--- src/rtl/exe_cmd_queue.sv ---
// rtl/exe_cmd_queue.sv - first-word fall-through command queue feeding the execution unit
module exe_cmd_queue #(
  parameter int m     = 4,
  parameter int n     = 2,
  parameter int DEPTH = 4
) (
  input  logic                     i_clk,
  input  logic                     i_rsn,
  input  logic                     i_valid,
  output logic                     o_ready,
  input  logic [n-1:0]             i_oper,
  input  logic [m-1:0]             i_argA,
  input  logic [m-1:0]             i_argB,
  output logic                     o_valid,
  input  logic                     i_ready,
  output logic [n-1:0]             o_oper,
  output logic [m-1:0]             o_argA,
  output logic [m-1:0]             o_argB,
  output logic [$clog2(DEPTH):0]   o_count,
  output logic                     o_full,
  output logic                     o_empty,
  output logic                     o_overflow
);

  localparam int AW = $clog2(DEPTH);
  localparam int CW = AW + 1;
  localparam int EW = n + 2 * m;

  logic [EW-1:0] mem [DEPTH];
  logic [AW-1:0] wptr;
  logic [AW-1:0] rptr;
  logic [CW-1:0] count;
  logic          overflow;
  logic          push;
  logic          pop;
  logic [EW-1:0] head;

  assign o_full     = (count == CW'(DEPTH));
  assign o_empty    = (count == '0);
  assign o_ready    = !o_full;
  assign o_valid    = !o_empty;
  assign o_count    = count;
  assign o_overflow = overflow;

  assign push = i_valid && o_ready;
  assign pop  = o_valid && i_ready;

  // Pointers wrap naturally since DEPTH is a power of two.
  always_ff @(posedge i_clk) begin
    if (i_rsn) begin
      wptr     <= '0;
      rptr     <= '0;
      count    <= '0;
      overflow <= 1'b0;
    end else begin
      if (push) wptr <= wptr + AW'(1);
      if (pop)  rptr <= rptr + AW'(1);
      if (push && !pop)      count <= count + CW'(1);
      else if (pop && !push) count <= count - CW'(1);
      if (i_valid && o_full) overflow <= 1'b1;
    end
  end

  always_ff @(posedge i_clk) begin
    if (!i_rsn && push) mem[wptr] <= {i_oper, i_argA, i_argB};
  end

  assign head = o_empty ? '0 : mem[rptr];
  assign {o_oper, o_argA, o_argB} = head;

endmodule

--- config.mk ---
export PLATFORM = sky130hd
export DESIGN_NAME = exe_cmd_queue
export DESIGN_NICKNAME = d
export VERILOG_FILES = /design/src/rtl/exe_cmd_queue.sv
export SDC_FILE = /design/constraint.sdc
export NUM_CORES = 1
export LEC_CHECK = 0
export ABC_AREA = 1
export CAP_MARGIN = 5
export CORE_ASPECT_RATIO = 0.75
export CORE_MARGIN = 3
export CORE_UTILIZATION = 40
export CTS_BUF_LIST = sky130_fd_sc_hd__clkbuf_16
export DETAILED_ROUTE_END_ITERATION = 8
export PLACE_DENSITY_LB_ADDON = 0.2
export SYNTH_ARGS = -nofsm -noshare
export SYNTH_HDL_FRONTEND = slang
export SYNTH_SLANG_ARGS = --single-unit
export TNS_END_PERCENT = 5
--- constraint.sdc ---
create_clock -name i_clk -period 2.9 [get_ports i_clk]
set_input_delay 0.435 -clock i_clk [delete_from_list [all_inputs] [get_ports i_clk]]
set_output_delay 0.435 -clock i_clk [all_outputs]
set_load 0.05 [all_outputs]
=== Yosys cells after proc, flatten, opt, wreduce, memory -nomap -nowiden ===
Memories as Yosys holds them, arrays and structs flattened. A register that Yosys moved wholly into a read port is not among the register bits.
Index checks and enable logic that the tools add are counted.

* Bits in registers: 8
* Bits in writable memories: 40
* Memories: 1

{| class="wikitable"
|+ Memories
! memory !! words !! bits a word !! rd ports !! clocked after memory_dff !! wr ports !! RTL line !! text
|-
| mem || 4 || 10 || 1 || 1 || 1 || 29 || <nowiki>logic [EW-1:0] mem [DEPTH];</nowiki>
|}

* Add/sub/neg operators: 4
* Equal/unequal tests: 1
* Multiplexer cells: 7
* Reductions and logical operators: 13

{| class="wikitable"
|+ Operators with widths
! operator !! count
|-
| $mux 10 || 1
|-
| $logic_and 1x1->1 || 6
|-
| $mux 3 || 2
|-
| $logic_not 1->1 || 5
|-
| $add 2x1->2 const B || 2
|-
| $mux 2 || 2
|-
| $add 3x1->3 const B || 1
|-
| $eq 3x3->1 const B || 1
|-
| $logic_not 3->1 || 1
|-
| $sub 3x1->3 const B || 1
|-
| $mux 1 || 2
|-
| $reduce_bool 2->1 || 1
|}

=== Logic depth before layout (Yosys ltp) ===
Gate-level depths: netlist of run 1.

* Depth after elaboration: 7
* Gate-level depth with buffers: 13
* Gate-level depth less buffers: 13

=== Least setup slack after synthesis of run 1 ===
OpenSTA, ideal clock, no wires.

* Kind: flip-flop to output port
* Start point: register count[1], in the netlist o_count[1]
* End point: output port o_oper[1]
* Arrival: 1.858 ns
* Data required time: 2.465 ns
* Path slack: 0.607 ns
* Stages on the path, launching flop included: 5
* Buffers on the path: 0
* Path through: dfxtp_1 -> nor2_4 -> nand2_4 -> inv_2 -> a21oi_1

* Word-level cells in the longest chain between the ends: 2

{| class="wikitable"
|+ Ends and longest elaborated chain
! item !! RTL line !! text
|-
| start, declared || 32 || <nowiki>logic [CW-1:0] count;</nowiki>
|-
| start signal, assigned || 58 || <nowiki>if (push && !pop) count <= count + CW'(1);</nowiki>
|-
| start signal, assigned || 59 || <nowiki>else if (pop && !push) count <= count - CW'(1);</nowiki>
|-
| $logic_not 3->1 || 39 || <nowiki>assign o_empty = (count == '0);</nowiki>
|-
| $mux 10 || 68 || <nowiki>assign head = o_empty ? '0 : mem[rptr];</nowiki>
|-
| end, declared || 16 || <nowiki>output logic [n-1:0] o_oper,</nowiki>
|}

Every way passes these cells.

==> results of run 1 <==
[per-layer routing]
metal  wire length, µm  vias to the layer above  GRT usage (%)
met5                 0                        -              0
met4                22                        0           3.51
met3               246                        4           3.47
met2              1600                       34           17.0
met1              1910                      627           19.5
li1                  -                      719              -
[stage by stage]
stage	std cells	power, mW
2_1_floorplan	192	2.00
5_1_grt	302	3.16
4_1_cts	302	3.03
6_report	302	3.00
3_3_place_gp	294	2.39
3_5_place_dp	294	2.40
[registers in the layout, summed over array words and instances, names as in the netlist, named ones only]
register / flops
o_overflow: 1
o_count: 3
rptr: 2
wptr: 2
mem: 40
[power groups by stage]
stage / combinational, mW / sequential (mW) / clock (mW)
6_report: 1.44 / 0.927 / 0.635
5_1_grt: 1.54 / 0.944 / 0.674
4_1_cts: 1.46 / 0.928 / 0.645
3_5_place_dp: 1.46 / 0.942 / 0
3_3_place_gp: 1.45 / 0.943 / 0
2_1_floorplan: 1.00 / 0.997 / 0
[layout make-up]
class,instances,area [µm²]
Timing Repair Buffer,36,348
Tap cell,72,90.1
Multi-Input combinational cell,118,654
Sequential cell,50,1400
Clock buffer,5,125
Fill cell,445,2340
Clock inverter,3,37.5
Inverter,18,70.1
[how the worst max path moves through the flow]
stage                                 start        end  slack, ns  depth (start not counted)
finish                                 flop  o_argA[1]       0.32                          6
global route                           flop  o_argA[0]       0.19                          6
CTS                                    flop  o_argA[1]       0.08                          6
detailed placement                     flop  o_argA[1]       0.41                          6
global placement                       flop  o_argA[0]       0.41                          6
floorplan           o_count[1]$_SDFFE_PP0P_  o_oper[1]       0.61                          4
[synthesized netlist by cell type]
| master | n | area share [%] |
|---|---|---|
| a21oi_1 | 6 | 1.4 |
| a21oi_2 | 9 | 3.6 |
| buf_2 | 3 | 0.69 |
| buf_4 | 2 | 0.69 |
| buf_6 | 1 | 0.52 |
| dfxtp_1 | 10 | 9.2 |
| edfxtp_1 | 40 | 55 |
| fa_1 | 1 | 0.92 |
| ha_1 | 5 | 2.9 |
| inv_1 | 14 | 2.4 |
| inv_2 | 3 | 0.52 |
| inv_4 | 1 | 0.29 |
| nand2_1 | 11 | 1.9 |
| nand2_4 | 4 | 2.1 |
| nand3_1 | 4 | 0.92 |
| nand3b_1 | 1 | 0.35 |
| nor2_1 | 48 | 8.3 |
| nor2_2 | 4 | 1.2 |
| nor2_4 | 2 | 1.0 |
| o21a_1 | 1 | 0.35 |
| o21ai_0 | 1 | 0.23 |
| o21ai_1 | 20 | 4.6 |
| xor2_1 | 1 | 0.40 |
[worst register-to-register path: cells and delay by family, from the launching register on]
kind                     cells  cell delay (ns)
adder cells (fa/ha/maj)      2             0.56
buffers and inverters        3             0.17
flip-flops                   1             0.46
AND/OR/NAND/NOR              8             0.57
[timing repair]
item | CTS | global route
hold endpoints to repair | 0 | 0
gates resized for setup | 0 | 1
endpoints found under the setup margin | 0 | 2
buffers inserted | 0 | 0
[cells by family after synthesis]
| kind of cell | Yosys count | synth area share [%] |
|---|---|---|
| AO/OA/AOI/OAI | 37 | 10.2 |
| adder cells (fa/ha/maj) | 6 | 3.81 |
| buffers and inverters | 24 | 5.14 |
| flip-flops | 50 | 64.7 |
| XOR/XNOR | 1 | 0.404 |
| AND/OR/NAND/NOR | 74 | 15.8 |
[cells in the final DEF (no fill, tap or decap), drive strengths merged]
master	instances
nor2	54
edfxtp	40
clkdlybuf4s50	31
o21ai	21
inv	20
nand2	15
a21oi	15
dfxtp	10
ha	5
clkbuf	5
buf	5
nand3	4
xor2	1
nand3b	1
o21a	1
fa	1
bufinv	1
==> metrics.txt, run 1 <==
core area 0.00506 mm²; worst setup margin 0.316 ns; Die ar. 0.00635 mm²; final setup TNS 0 ns; Critical Path RT 2.47 ns; unique cell type count in the Yosys netlist 23; DIE WIDTH 91.0 µm; Buf/Inv on CP 2; clock skew 0.00768 ns; hold_buf cts 0; DRC errors left 0; CP Max Fanout 18; R2R setup slack 1.02 ns; Synth warnings 0; critical path class reg -> out; run status complete, no violations; PD cells 1100 mW/mm²; Clock Tree Root clkbuf_16; worst-margin pin slew 0.555 ns; vias in the first global route 1,197; area grow syn2layout 25.9%; Mapped Nets 212; worst skew pair latency 0.28 ns; total number of vias 1,384; RR Startpoint o_count[0]$_SDFFE_PP0P_; pin count of the biggest net entering global routing 21; CTS Sinks 50; syn_area_per_cell 11.3 µm²; unrepaired setup endpoints after global routing false; post-DP HPWL 2570 µm; initial core utilization 42.8%; num rows 22; CP startpoint kind flop; Worst slew margin 63.0%; TritonRoute pass-1 iters 4; worst reg2reg path depth 13; utilization after layout 53.9%; switch share 42.8%; CP Cell Sequence buf_4 > nor2_1 > nor2_1 > o21ai_1 > a21oi_2 > clkdlybuf4s50_1; Seq pwr share 30.9%; share of cells above drive strength 1 15.2%; Hold Vio Cnt, Final 0; RePlAce Congestion 0.692; cells after synthesis 192; Worst EP arrival 2.15 ns; maximum VDD drop 0.491 mV; proportion of synthesized chip area in sequential cells 64.7%; TritonCTS clock tree built; maximum clock path buffer count 2; Internal 1.72 mW; initial antenna violation count 0; wire length per cell 12.5 µm; Congestion Overflow GR 0; nets@finish 249; Clock H-tree levels 2; count of final setup violators 0; n_diodes 0; worst slack at placement 0.410 ns; Pins Over Slew Limit 0; Hold EP o_overflow$_SDFFE_PP0P_; hold_sp o_overflow$_SDFFE_PP0P_; Pleak 1.00 nW; Synth Register Bits 50; Reg clk slew, reported paths 0.07 ns; I/O Pins 32; post-route antenna net violation count 0; Final min period 2.58 ns; Crit path max-delay family buffers and inverters; P_sw 1.28 mW; hold path cells 1; reg-to-reg endpoint o_count[2]$_SDFFE_PP0P_; max frequency 387 MHz; Crit path largest cell delay 0.82 ns; Clk network pwr share 21.1%; # Max-Cap Violations 0; first-pass GRT wire length 6110 µm; mapped cell area 0.00217 mm²; clock buffer count from CTS 5; Finished Cell Area 0.00273 mm²; DR iter-0 viols 89; Die H 69.7 µm; Comb pwr share 48.0%; CP Capture Type output pin; Vias/cell 4.58; placed inst area 0.00256 mm²; most used cell, CP nor2_1; final worst-path cycle share 89.1%; drt total wl 3770 µm; Port Buf Inserts 31; CP max-delay cell clkdlybuf4s50_1; min-delay worst type reg -> reg; hold slack 0.461 ns; GRT Total Usage 12.6%
Power figures use the tool's default switching activity.
==> run 2: changes to the inputs <==
- CORE_MARGIN: 3 -> not set
==> run 2 against run 1 <==
Effect of this change: cell count is 0.33% lower; sequential power decreased by 0.8%; non-clock buffer count shrank 1; maximum frequency down 3.0%; global-route usage increased by 3.2 points; hold slack improved by 0.0031 ns; sequential share of layout area is 0.62 points higher; wire length up 0.61%.
==> metrics.txt, run 2 (same netlist as run 1, synthesis figures left out) <==
run status complete, no violations; Clock Tree Root clkbuf_16; Die H 65.7 µm; Crit path largest cell delay 0.82 ns; post-route antenna net violation count 0; Reg clk slew, reported paths 0.06 ns; unrepaired setup endpoints after global routing false; CP Cell Sequence buf_4 > nor2_1 > nor2_1 > o21ai_1 > a21oi_1 > clkdlybuf4s50_1; clock buffer count from CTS 5; worst-margin pin slew 0.600 ns; Pins Over Slew Limit 0; # resized after CTS 0; Total Power 2.91 mW; M3 GR Usage 4.52%; most common cell after layout, fill and taps aside nor2_1; area grow syn2layout 24.2%; vias in the first global route 1,362; # Max-Cap Violations 0; Worst slew margin 60.0%; count of final setup violators 0; num rows 22; GRT Total Usage 15.8%; core area 0.00504 mm²; worst skew pair latency 0.28 ns; Hold Vio Cnt, Final 0; most used cell, CP nor2_1; DIE WIDTH 87.0 µm; Die ar. 0.00572 mm²; first-pass GRT wire length 6570 µm; min-delay worst type reg -> reg; drt total wl 3800 µm; CP max-delay cell clkdlybuf4s50_1; Crit path max-delay family buffers and inverters; post-DP HPWL 2670 µm; most frequent cells in the layout nor2_1 (48), edfxtp_1 (40), clkdlybuf4s50_1 (31), o21ai_1 (20), inv_1 (16); DRC errors left 0; Critical Path RT 2.47 ns; Clock H-tree levels 2; GR Util met1 22.3%; CP Max Fanout 12; RePlAce Congestion 0.781; hold_buf cts 0; DR iter-0 viols 86; TritonCTS clock tree built; TritonRoute pass-1 iters 4; CP Capture Type output pin; Port Buf Inserts 31; maximum clock path buffer count 2; CP startpoint kind flop; pin count of the biggest net entering global routing 19; Congestion Overflow GR 0; Post-CTS Setup Repair Bufs 0; GR peak layer met2; initial antenna violation count 0; Pleak 0.985 nW; Largest register FFs 40; clock skew 0.00415 ns; Final min period 2.66 ns; critical path class reg -> out; PD cells 1080 mW/mm²; Worst EP arrival 2.23 ns; share of cells above drive strength 1 14.0%; wire length per cell 12.6 µm; max frequency 376 MHz; global-route met2 utilization 23.7%; maximum VDD drop 0.567 mV; final worst-path cycle share 91.8%; I/O Pins 32; Reg with most FFs mem; CTS Sinks 50; n_diodes 0; Buf/Inv on CP 2; final setup TNS 0 ns; total number of vias 1,380; initial core utilization 43.0%; Fillers 433; nets@finish 248; Vias/cell 4.58
## run 2: power breakdown
part	internal (mW)	switching [mW]
registers	0.851	0.0682
logic	0.465	0.986
clock network	0.310	0.227
## run 2: layout make-up
cell class | count | area [µm²] | area share (%)
inverters | 18 | 70.1 | 2.60
well taps | 72 | 90.1 | 3.35
multi-input cells | 118 | 654 | 24.3
repair buffers | 35 | 340 | 12.6
clock inverters | 3 | 11.3 | 0.418
flip-flops and latches | 50 | 1400 | 52.0
clock buffers | 5 | 125 | 4.65
## run 2: worst paths after layout
path | end | slack, ns | from | depth (start not counted)
max | o_oper[1] | 0.24 | flop | 6
min | o_overflow$_SDFFE_PP0P_ | 0.46 | o_overflow$_SDFFE_PP0P_ | 1
max reg2reg | o_count[2]$_SDFFE_PP0P_ | 0.98 | o_count[0]$_SDFFE_PP0P_ | 13
min reg2reg | o_overflow$_SDFFE_PP0P_ | 0.46 | o_overflow$_SDFFE_PP0P_ | 1
## run 2: routing by layer
metal,vias up,routed length (µm)
met5,-,0
met4,0,36
met3,4,163
met2,25,1660
met1,636,1940
li1,715,-
## run 2: worst reg2reg max path: stages, from the launching register on
cell     delay, ns
dfxtp_1       0.47
nor2_4        0.08
nand2_4       0.11
inv_4         0.04
nor2_4        0.12
ha_1          0.19
inv_1         0.07
fa_1          0.38
inv_1         0.07
nand2_1       0.04
nand3_1       0.09
nand2_1       0.06
nand2_1       0.05
nor2_1        0.04
## run 2: through the flow
step	instances	instance area [µm²]	hold WS [ns]	utilization, %	setup slack, ns
3_5_place_dp	293	2560	0.456	50.7	0.522
4_1_cts	301	2690	0.470	53.5	0.218
2_1_floorplan	192	2170	0.458	-	0.607
3_3_place_gp	293	2560	0.451	50.7	0.568
5_1_grt	301	2690	0.507	53.5	0.0737
6_report	301	2690	0.465	53.5	0.237
==> run 3: changes to the inputs <==
- TNS_END_PERCENT: 5 -> not set
==> results of run 3 <==
No change in the layout: final DEF, timing and power equal those of run 2.
